$ cat config.mk
export PLATFORM = sky130hd
export DESIGN_NAME = seq_detector_param_flat
export DESIGN_NICKNAME = d
export VERILOG_FILES = /design/src/rtl/seq_det_pkg.sv /design/src/rtl/seq_detector_param_if.sv /design/src/rtl/seq_det_hist.sv /design/src/rtl/seq_detector_param.sv /design/src/flat_wrapper.sv
export SDC_FILE = /design/constraint.sdc
export NUM_CORES = 1
export LEC_CHECK = 0
export BUFFER_PORTS_ARGS = -buffer_cell sky130_fd_sc_hd__buf_2
export CAP_MARGIN = 20
export CORE_MARGIN = 2
export CORE_UTILIZATION = 50
export CTS_CLUSTER_DIAMETER = 200
export CTS_CLUSTER_SIZE = 30
export DETAILED_ROUTE_END_ITERATION = 12
export GPL_TIMING_DRIVEN = 0
export PLACE_DENSITY = 0.69
export REMOVE_ABC_BUFFERS = 1
export SKIP_CTS_REPAIR_TIMING = 1
export SYNTH_ARGS = -nofsm -noshare
export SYNTH_HDL_FRONTEND = slang
export SYNTH_SLANG_ARGS = --single-unit
$ cat constraint.sdc
create_clock -name clk -period 3.5 [get_ports clk]
set_input_delay 1.05 -clock clk [delete_from_list [all_inputs] [get_ports clk]]
set_output_delay 1.05 -clock clk [all_outputs]
set_load 0.02 [all_outputs]
$ cat src/rtl/seq_det_pkg.sv
// Shared definitions for the parametrised sequence detector.
//   clog2       - constant-foldable ceiling log2, used to size length/fill fields
//   LEN_W       - length field width for the default MAX_LEN of 8
//   MODE_NONOVL - overlap register value for non-overlapping detection
//   MODE_OVL    - overlap register value for overlapping detection
package seq_det_pkg;

    function automatic int unsigned clog2(input int unsigned value);
        int unsigned result;
        int unsigned v;
        result = 0;
        v = (value > 0) ? value - 1 : 0;
        while (v > 0) begin
            result = result + 1;
            v = v >> 1;
        end
        return result;
    endfunction

    localparam int unsigned MAX_LEN_DEF = 8;
    localparam int unsigned LEN_W       = clog2(MAX_LEN_DEF + 1);
    localparam logic        MODE_NONOVL = 1'b0;
    localparam logic        MODE_OVL    = 1'b1;

endpackage

$ cat src/rtl/seq_detector_param_if.sv
// Stream and configuration bundle for seq_detector_param.
//   in_valid, in                     - serial stream bit and its qualifier
//   cfg_load, cfg_pattern, cfg_len,
//   cfg_overlap                      - runtime configuration, captured when cfg_load is high
//   out                              - Mealy match flag
//   match_count                      - saturating match count (SEQ_DET_MATCH_CNT_EN only)
// Modports: master drives stream/config, slave is the detector.
interface seq_detector_param_if #(
    parameter int unsigned MAX_LEN = 8,
    parameter int unsigned CNT_W   = 16
);
    import seq_det_pkg::*;

    localparam int unsigned LenW = clog2(MAX_LEN + 1);

    logic               in_valid;
    logic               in;
    logic               cfg_load;
    logic [MAX_LEN-1:0] cfg_pattern;
    logic [LenW-1:0]    cfg_len;
    logic               cfg_overlap;
    logic               out;
`ifdef SEQ_DET_MATCH_CNT_EN
    logic [CNT_W-1:0]   match_count;

    modport master (
        output in_valid, in, cfg_load, cfg_pattern, cfg_len, cfg_overlap,
        input  out, match_count
    );
    modport slave (
        input  in_valid, in, cfg_load, cfg_pattern, cfg_len, cfg_overlap,
        output out, match_count
    );
`else
    modport master (
        output in_valid, in, cfg_load, cfg_pattern, cfg_len, cfg_overlap,
        input  out
    );
    modport slave (
        input  in_valid, in, cfg_load, cfg_pattern, cfg_len, cfg_overlap,
        output out
    );
`endif

endinterface

$ cat src/rtl/seq_det_hist.sv
// History shift register and fill counter for the sequence detector.
//   clk, reset - clock and asynchronous active-high reset
//   shift      - shift 'in' into the history and count it
//   clr        - clear history and fill (has priority over shift)
//   in         - serial bit
//   hist       - previous MAX_LEN-1 valid bits, newest in bit 0
//   fill       - valid bits seen since the last clear, saturating at MAX_LEN
module seq_det_hist
    import seq_det_pkg::*;
#(
    parameter int unsigned MAX_LEN = 8,
    localparam int unsigned LenW   = clog2(MAX_LEN + 1)
) (
    input  logic               clk,
    input  logic               reset,
    input  logic               shift,
    input  logic               clr,
    input  logic               in,
    output logic [MAX_LEN-2:0] hist,
    output logic [LenW-1:0]    fill
);

    localparam logic [LenW-1:0] MaxFill = LenW'(MAX_LEN);

    logic [MAX_LEN-2:0] hist_q, hist_d;
    logic [LenW-1:0]    fill_q, fill_d;
    logic [MAX_LEN-1:0] shifted;

    // Full-width concat then drop the oldest bit; works for MAX_LEN == 2 too.
    assign shifted = {hist_q, in};

    always_comb begin
        hist_d = hist_q;
        fill_d = fill_q;
        if (clr) begin
            hist_d = '0;
            fill_d = '0;
        end else if (shift) begin
            hist_d = shifted[MAX_LEN-2:0];
            if (fill_q != MaxFill) begin
                fill_d = fill_q + 1'b1;
            end
        end
    end

    always_ff @(posedge clk or posedge reset) begin
        if (reset) begin
            hist_q <= '0;
            fill_q <= '0;
        end else begin
            hist_q <= hist_d;
            fill_q <= fill_d;
        end
    end

    assign hist = hist_q;
    assign fill = fill_q;

endmodule

$ cat src/rtl/seq_detector_param.sv
// Parametrised Mealy serial-bit sequence detector with runtime pattern, length and overlap mode.
//   clk, reset - clock and asynchronous active-high reset
//   bus        - seq_detector_param_if.slave: stream in, config in, out (combinational match)
// Optional feature: define SEQ_DET_MATCH_CNT_EN to add the saturating match_count output.
// Pattern is LSB-aligned: bit[len-1] is the first bit received, bit 0 the last.
module seq_detector_param
    import seq_det_pkg::*;
#(
    parameter int unsigned        MAX_LEN     = 8,
    parameter logic [MAX_LEN-1:0] DEF_PATTERN = MAX_LEN'('b1101),
    parameter int unsigned        DEF_LEN     = 4,
    parameter logic               DEF_OVERLAP = MODE_NONOVL,
    parameter int unsigned        CNT_W       = 16
) (
    input logic                 clk,
    input logic                 reset,
    seq_detector_param_if.slave bus
);

    localparam int unsigned     LenW   = clog2(MAX_LEN + 1);
    localparam logic [LenW-1:0] MaxLen = LenW'(MAX_LEN);
    localparam logic [LenW-1:0] DefLen = LenW'(DEF_LEN);

    // Configuration registers
    logic [MAX_LEN-1:0] pattern_q, pattern_d;
    logic [LenW-1:0]    len_q, len_d;
    logic               overlap_q, overlap_d;

    always_comb begin
        pattern_d = pattern_q;
        len_d     = len_q;
        overlap_d = overlap_q;
        if (bus.cfg_load) begin
            pattern_d = bus.cfg_pattern;
            len_d     = (bus.cfg_len > MaxLen) ? MaxLen : bus.cfg_len;
            overlap_d = bus.cfg_overlap;
        end
    end

    always_ff @(posedge clk or posedge reset) begin
        if (reset) begin
            pattern_q <= DEF_PATTERN;
            len_q     <= DefLen;
            overlap_q <= DEF_OVERLAP;
        end else begin
            pattern_q <= pattern_d;
            len_q     <= len_d;
            overlap_q <= overlap_d;
        end
    end

    // History
    logic [MAX_LEN-2:0] hist;
    logic [LenW-1:0]    fill;
    logic               hist_shift;
    logic               hist_clr;
    logic               match;

    // A bit arriving with cfg_load is discarded; the load clears progress anyway.
    assign hist_shift = bus.in_valid & ~bus.cfg_load;
    // Non-overlapping mode restarts from scratch after every match.
    assign hist_clr   = bus.cfg_load | (match & (overlap_q == MODE_NONOVL));

    seq_det_hist #(
        .MAX_LEN (MAX_LEN)
    ) u_hist (
        .clk   (clk),
        .reset (reset),
        .shift (hist_shift),
        .clr   (hist_clr),
        .in    (bus.in),
        .hist  (hist),
        .fill  (fill)
    );

    // Match compare
    logic [MAX_LEN-1:0] window;
    logic [MAX_LEN:0]   mask_wide;
    logic [MAX_LEN-1:0] mask;
    logic               len_nz;
    logic               enough;

    assign window    = {hist, bus.in};
    // One extra bit so len == MAX_LEN yields an all-ones mask.
    assign mask_wide = ({{MAX_LEN{1'b0}}, 1'b1} << len_q) - 1'b1;
    assign mask      = mask_wide[MAX_LEN-1:0];
    assign len_nz    = (len_q != '0);
    // Only meaningful when len_nz; the wrap at len 0 is masked off.
    assign enough    = (fill >= (len_q - 1'b1));

    assign match = bus.in_valid & ~bus.cfg_load & len_nz & enough &
                   ((window & mask) == (pattern_q & mask));

    assign bus.out = match & ~reset;

`ifdef SEQ_DET_MATCH_CNT_EN
    logic [CNT_W-1:0] cnt_q, cnt_d;

    always_comb begin
        cnt_d = cnt_q;
        if (bus.out && (cnt_q != {CNT_W{1'b1}})) begin
            cnt_d = cnt_q + 1'b1;
        end
    end

    always_ff @(posedge clk or posedge reset) begin
        if (reset) begin
            cnt_q <= '0;
        end else begin
            cnt_q <= cnt_d;
        end
    end

    assign bus.match_count = cnt_q;
`endif

endmodule
$ cat src/flat_wrapper.sv
// flat-port wrapper written by rule: the top's interface ports become plain ports
module seq_detector_param_flat import seq_det_pkg::*;
#(
    parameter int unsigned        MAX_LEN     = 8,
    parameter logic [MAX_LEN-1:0] DEF_PATTERN = MAX_LEN'('b1101),
    parameter int unsigned        DEF_LEN     = 4,
    parameter logic               DEF_OVERLAP = MODE_NONOVL,
    parameter int unsigned        CNT_W       = 16
)
  (clk, reset, bus_in_valid, bus_in, bus_cfg_load, bus_cfg_pattern, bus_cfg_len, bus_cfg_overlap, bus_out);
  seq_detector_param_if #(.MAX_LEN(MAX_LEN), .CNT_W(CNT_W)) bus_i ();
  input logic clk;
  input logic reset;
  input wire logic [$bits(bus_i.in_valid)-1:0] bus_in_valid;
  input wire logic [$bits(bus_i.in)-1:0] bus_in;
  input wire logic [$bits(bus_i.cfg_load)-1:0] bus_cfg_load;
  input wire logic [$bits(bus_i.cfg_pattern)-1:0] bus_cfg_pattern;
  input wire logic [$bits(bus_i.cfg_len)-1:0] bus_cfg_len;
  input wire logic [$bits(bus_i.cfg_overlap)-1:0] bus_cfg_overlap;
  output wire logic [$bits(bus_i.out)-1:0] bus_out;
  assign bus_i.in_valid = bus_in_valid;
  assign bus_i.in = bus_in;
  assign bus_i.cfg_load = bus_cfg_load;
  assign bus_i.cfg_pattern = bus_cfg_pattern;
  assign bus_i.cfg_len = bus_cfg_len;
  assign bus_i.cfg_overlap = bus_cfg_overlap;
  assign bus_out = bus_i.out;
  seq_detector_param #(.MAX_LEN(MAX_LEN), .DEF_PATTERN(DEF_PATTERN), .DEF_LEN(DEF_LEN), .DEF_OVERLAP(DEF_OVERLAP), .CNT_W(CNT_W)) u_core (.clk(clk), .reset(reset), .bus(bus_i));
endmodule
==> results.txt <==
status: complete, but fails checks
violations in the final reports: negative setup slack
fraction of final layout cells with drive strength greater than 1: 0.388
transition at the pin with the smallest max-transition slack: 0.928 ns
length in cells of the worst reg-to-reg path: 9
post-synthesis share of cell area spent on full adders, half adders and majority gates: 0.0894
post-synthesis instance total: 151
Yosys top cell by area: dfrtp_1
Period Utilization, post-route: 1.10
number of remaining DRC errors: 0
final number of max-transition violations: 0
core area: 3280 um^2
number of buffers on the longest clock path: 2
Synth Area in XOR/XNOR: 0.0625
M2 GR Usage: 0.308
basic-gate share of the synthesized area counting and, or, nand and nor cells: 0.211
initial antenna violation count: 0
combinational family with the most area after synthesis: simple AND/OR/NAND/NOR gates
number of search-and-repair iterations in the first detailed-routing pass: 4
share of flip-flops with an asynchronous set or reset after synthesis: 1.00
routability congestion estimate from global placement: 0.821
class of the worst hold path: reg2reg
min Tclk post-route: 3.84 ns
Routed wire per std cell: 15.1 um
antenna viol nets, final: 0
master cell of the clock root buffer: clkbuf_4
DPL Wire Length: 2280 um
hold slack: 0.548 ns
insertion delay to the later sink of the worst-skew pair: 0.31 ns
setup repair after global routing missed its margin: true
number of distinct library cell variants in the gate-level netlist after synthesis: 46
worst setup margin: -0.342 ns
Vias/cell: 5.62
Area contributors post-synth: dfrtp_1 30%, ha_1 8.9%, mux2_2 6.7%
critical path launch point type: register
TritonCTS clock tree: done
Area growth syn-to-layout: 11.2%
synthesized flop and latch total: 24
gr usage total: 0.187
Synth top area share: 0.298
Static Leak: 0.000800 uW
sum of routed wire length over all layers: 3180 um
largest driver fanout on the critical path: 10
setup-violating endpoint count in the final report: 1
register clock-pin slew on the reported worst setup and hold paths: 0.14 ns
classification of the worst setup path: reg2out
Ys Warns: 0
mean area per synthesized cell: 11.1 um^2
number of buffers added by the clock tree synthesis step: 3
busiest grt layer: met2
arrival time of data at the critical path endpoint: 2.79 ns
crit path capture type: output pin
first-pass GRT wire length: 5290 um
Starting Density: 0.512
sink of the worst hold path: u_core.pattern_q[4]
worst hold stages: 1
Worst R2R End: u_core.u_hist.hist[0]
pin count of the biggest net entering global routing: 29
peak supply drop: 0.000194 V
global-route met3 utilization: 0.0186
compound-cell area share of the yosys netlist: 0.102
final setup TNS: -0.342 ns
EDFF count, synth: 0
commonest register cell after synthesis: dfrtp_1
horizontal die dimension: 62.0 um
share of cell area taken by muxes after synthesis: 0.115
Worst slew margin: 0.381
max-cap viol count: 0
number of global-route vias before repair: 1,128
sequential-to-total area share from yosys stat: 0.360
hold path start: u_core.pattern_q[4]
Row Count: 21
met1 layer usage reported by global route: 0.254
total via count in the routed design: 1,185
number of inserted diodes: 0
power density of the placed cells: 338 nW/um^2
R2R setup slack: 0.45 ns
H-tree lvl count: 1
fin nets: 197
RR Startpoint: u_core.len_q[1]
Congestion Overflow GR: 0
I/O pin cnt: 19
area of the die: 3840 um^2
CTS sink cnt: 24
DIE HEIGHT: 62.0 um
Port Buffers: 18
FMAX: 260 MHz
combined area of all synthesized cells: 1680 um^2
Iteration-0 DRC Markers: 74
CP Data Required Time: 2.45 ns
clock skew after layout: 0.00495 ns
total count of hold-check failures in the final report: 0
==> report_power, final <==
group	switching, uW	internal (uW)	total, uW
Clock	85.0	40.2	125
Combinational	93.0	91.5	185
Sequential	23.1	299	322
==> worst max path at each step <==
stage	slack, ns	from	depth (start not counted)	endpoint
after floorplan	-0.54	u_core.len_q[0]	8	bus_out
after global placement	-0.55	u_core.len_q[0]	9	bus_out
after detailed placement	-0.60	u_core.len_q[0]	9	bus_out
after CTS	-0.98	u_core.len_q[0]	9	bus_out
after global routing	-0.48	u_core.len_q[1]	9	bus_out
final	-0.34	u_core.len_q[1]	9	bus_out
==> critical path, cell delays in order (launching register included) <==
cell     delay [ns]
dfrtp_1        0.43
inv_2          0.12
ha_4           0.15
or3b_4         0.40
ha_4           0.21
o22a_1         0.20
a41o_1         0.23
or4_4          0.43
nor4_4         0.14
buf_4          0.18
==> stage by stage <==
step | power, uW | cells | utilization | setup slack, ns | area, um^2
6_report | 632 | 211 | 0.569 | -0.342 | 1870
5_1_grt | 671 | 211 | 0.569 | -0.480 | 1870
4_1_cts | 617 | 207 | 0.544 | -0.982 | 1790
3_3_place_gp | 480 | 204 | 0.534 | -0.546 | 1750
3_5_place_dp | 493 | 204 | 0.537 | -0.604 | 1760
2_1_floorplan | 443 | 140 | - | -0.539 | 1610
==> Yosys cell counts, types with 3 or more instances <==
master and count:
dfrtp_1 20, ha_1 12, mux2_2 10, nor3_2 10, nand2_1 9, mux2i_1 8, xnor2_1 8, inv_1 7
clkbuf_1 4, dfstp_2 4, nor2_1 4, o22ai_1 4, xor2_1 4, buf_6 3
==> placed cells by master, fill, tap and decap left out, types with 3 or more instances in the layout <==
cell type,Yosys,layout
buf_4,2,5
dfrtp_1,20,19
nor2_1,4,4
ha_1,12,9
nand2_1,9,9
inv_1,7,5
buf_2,2,17
clkbuf_4,0,3
dfstp_2,4,4
o22ai_1,4,4
xor2_1,4,4
mux2i_1,8,8
nor3_2,10,10
mux2_2,10,10
xnor2_1,8,8
==> final cells by class <==
cell class / instances / area [um^2]
clock buffer: 3 / 22.5
fill: 285 / 1420
inverter: 7 / 26.3
multi-input combinational: 109 / 1030
sequential: 24 / 607
tap: 46 / 57.6
timing repair buffer: 22 / 123
==> per-layer routing <==
| metal | part of all wire | wire length [um] | up-vias |
|---|---|---|---|
| met1 | 0.46 | 1450 | 586 |
| met2 | 0.51 | 1620 | 14 |
| met3 | 0.030 | 96 | 2 |
| li1 | - | - | 583 |
| met4 | 0.0060 | 19 | 0 |
| met5 | 0 | 0 | - |
==> registers in the layout, summed over array words and instances, names as in the netlist <==
signal,cells
u_core.pattern_q,8
u_core.overlap_q,1
u_core.u_hist.fill,4
u_core.len_q,4
u_core.u_hist.hist,7
==> logic make-up after synthesis <==
family | after synthesis
DFF | 24
muxes | 18
and+or+nand+nor | 46
buffers and inverters | 18
adders and majority gates | 12
AOI/OAI and AO/OA | 21
xor gates and xnor gates | 12
Note: power is estimated with default switching activity, not from simulation.
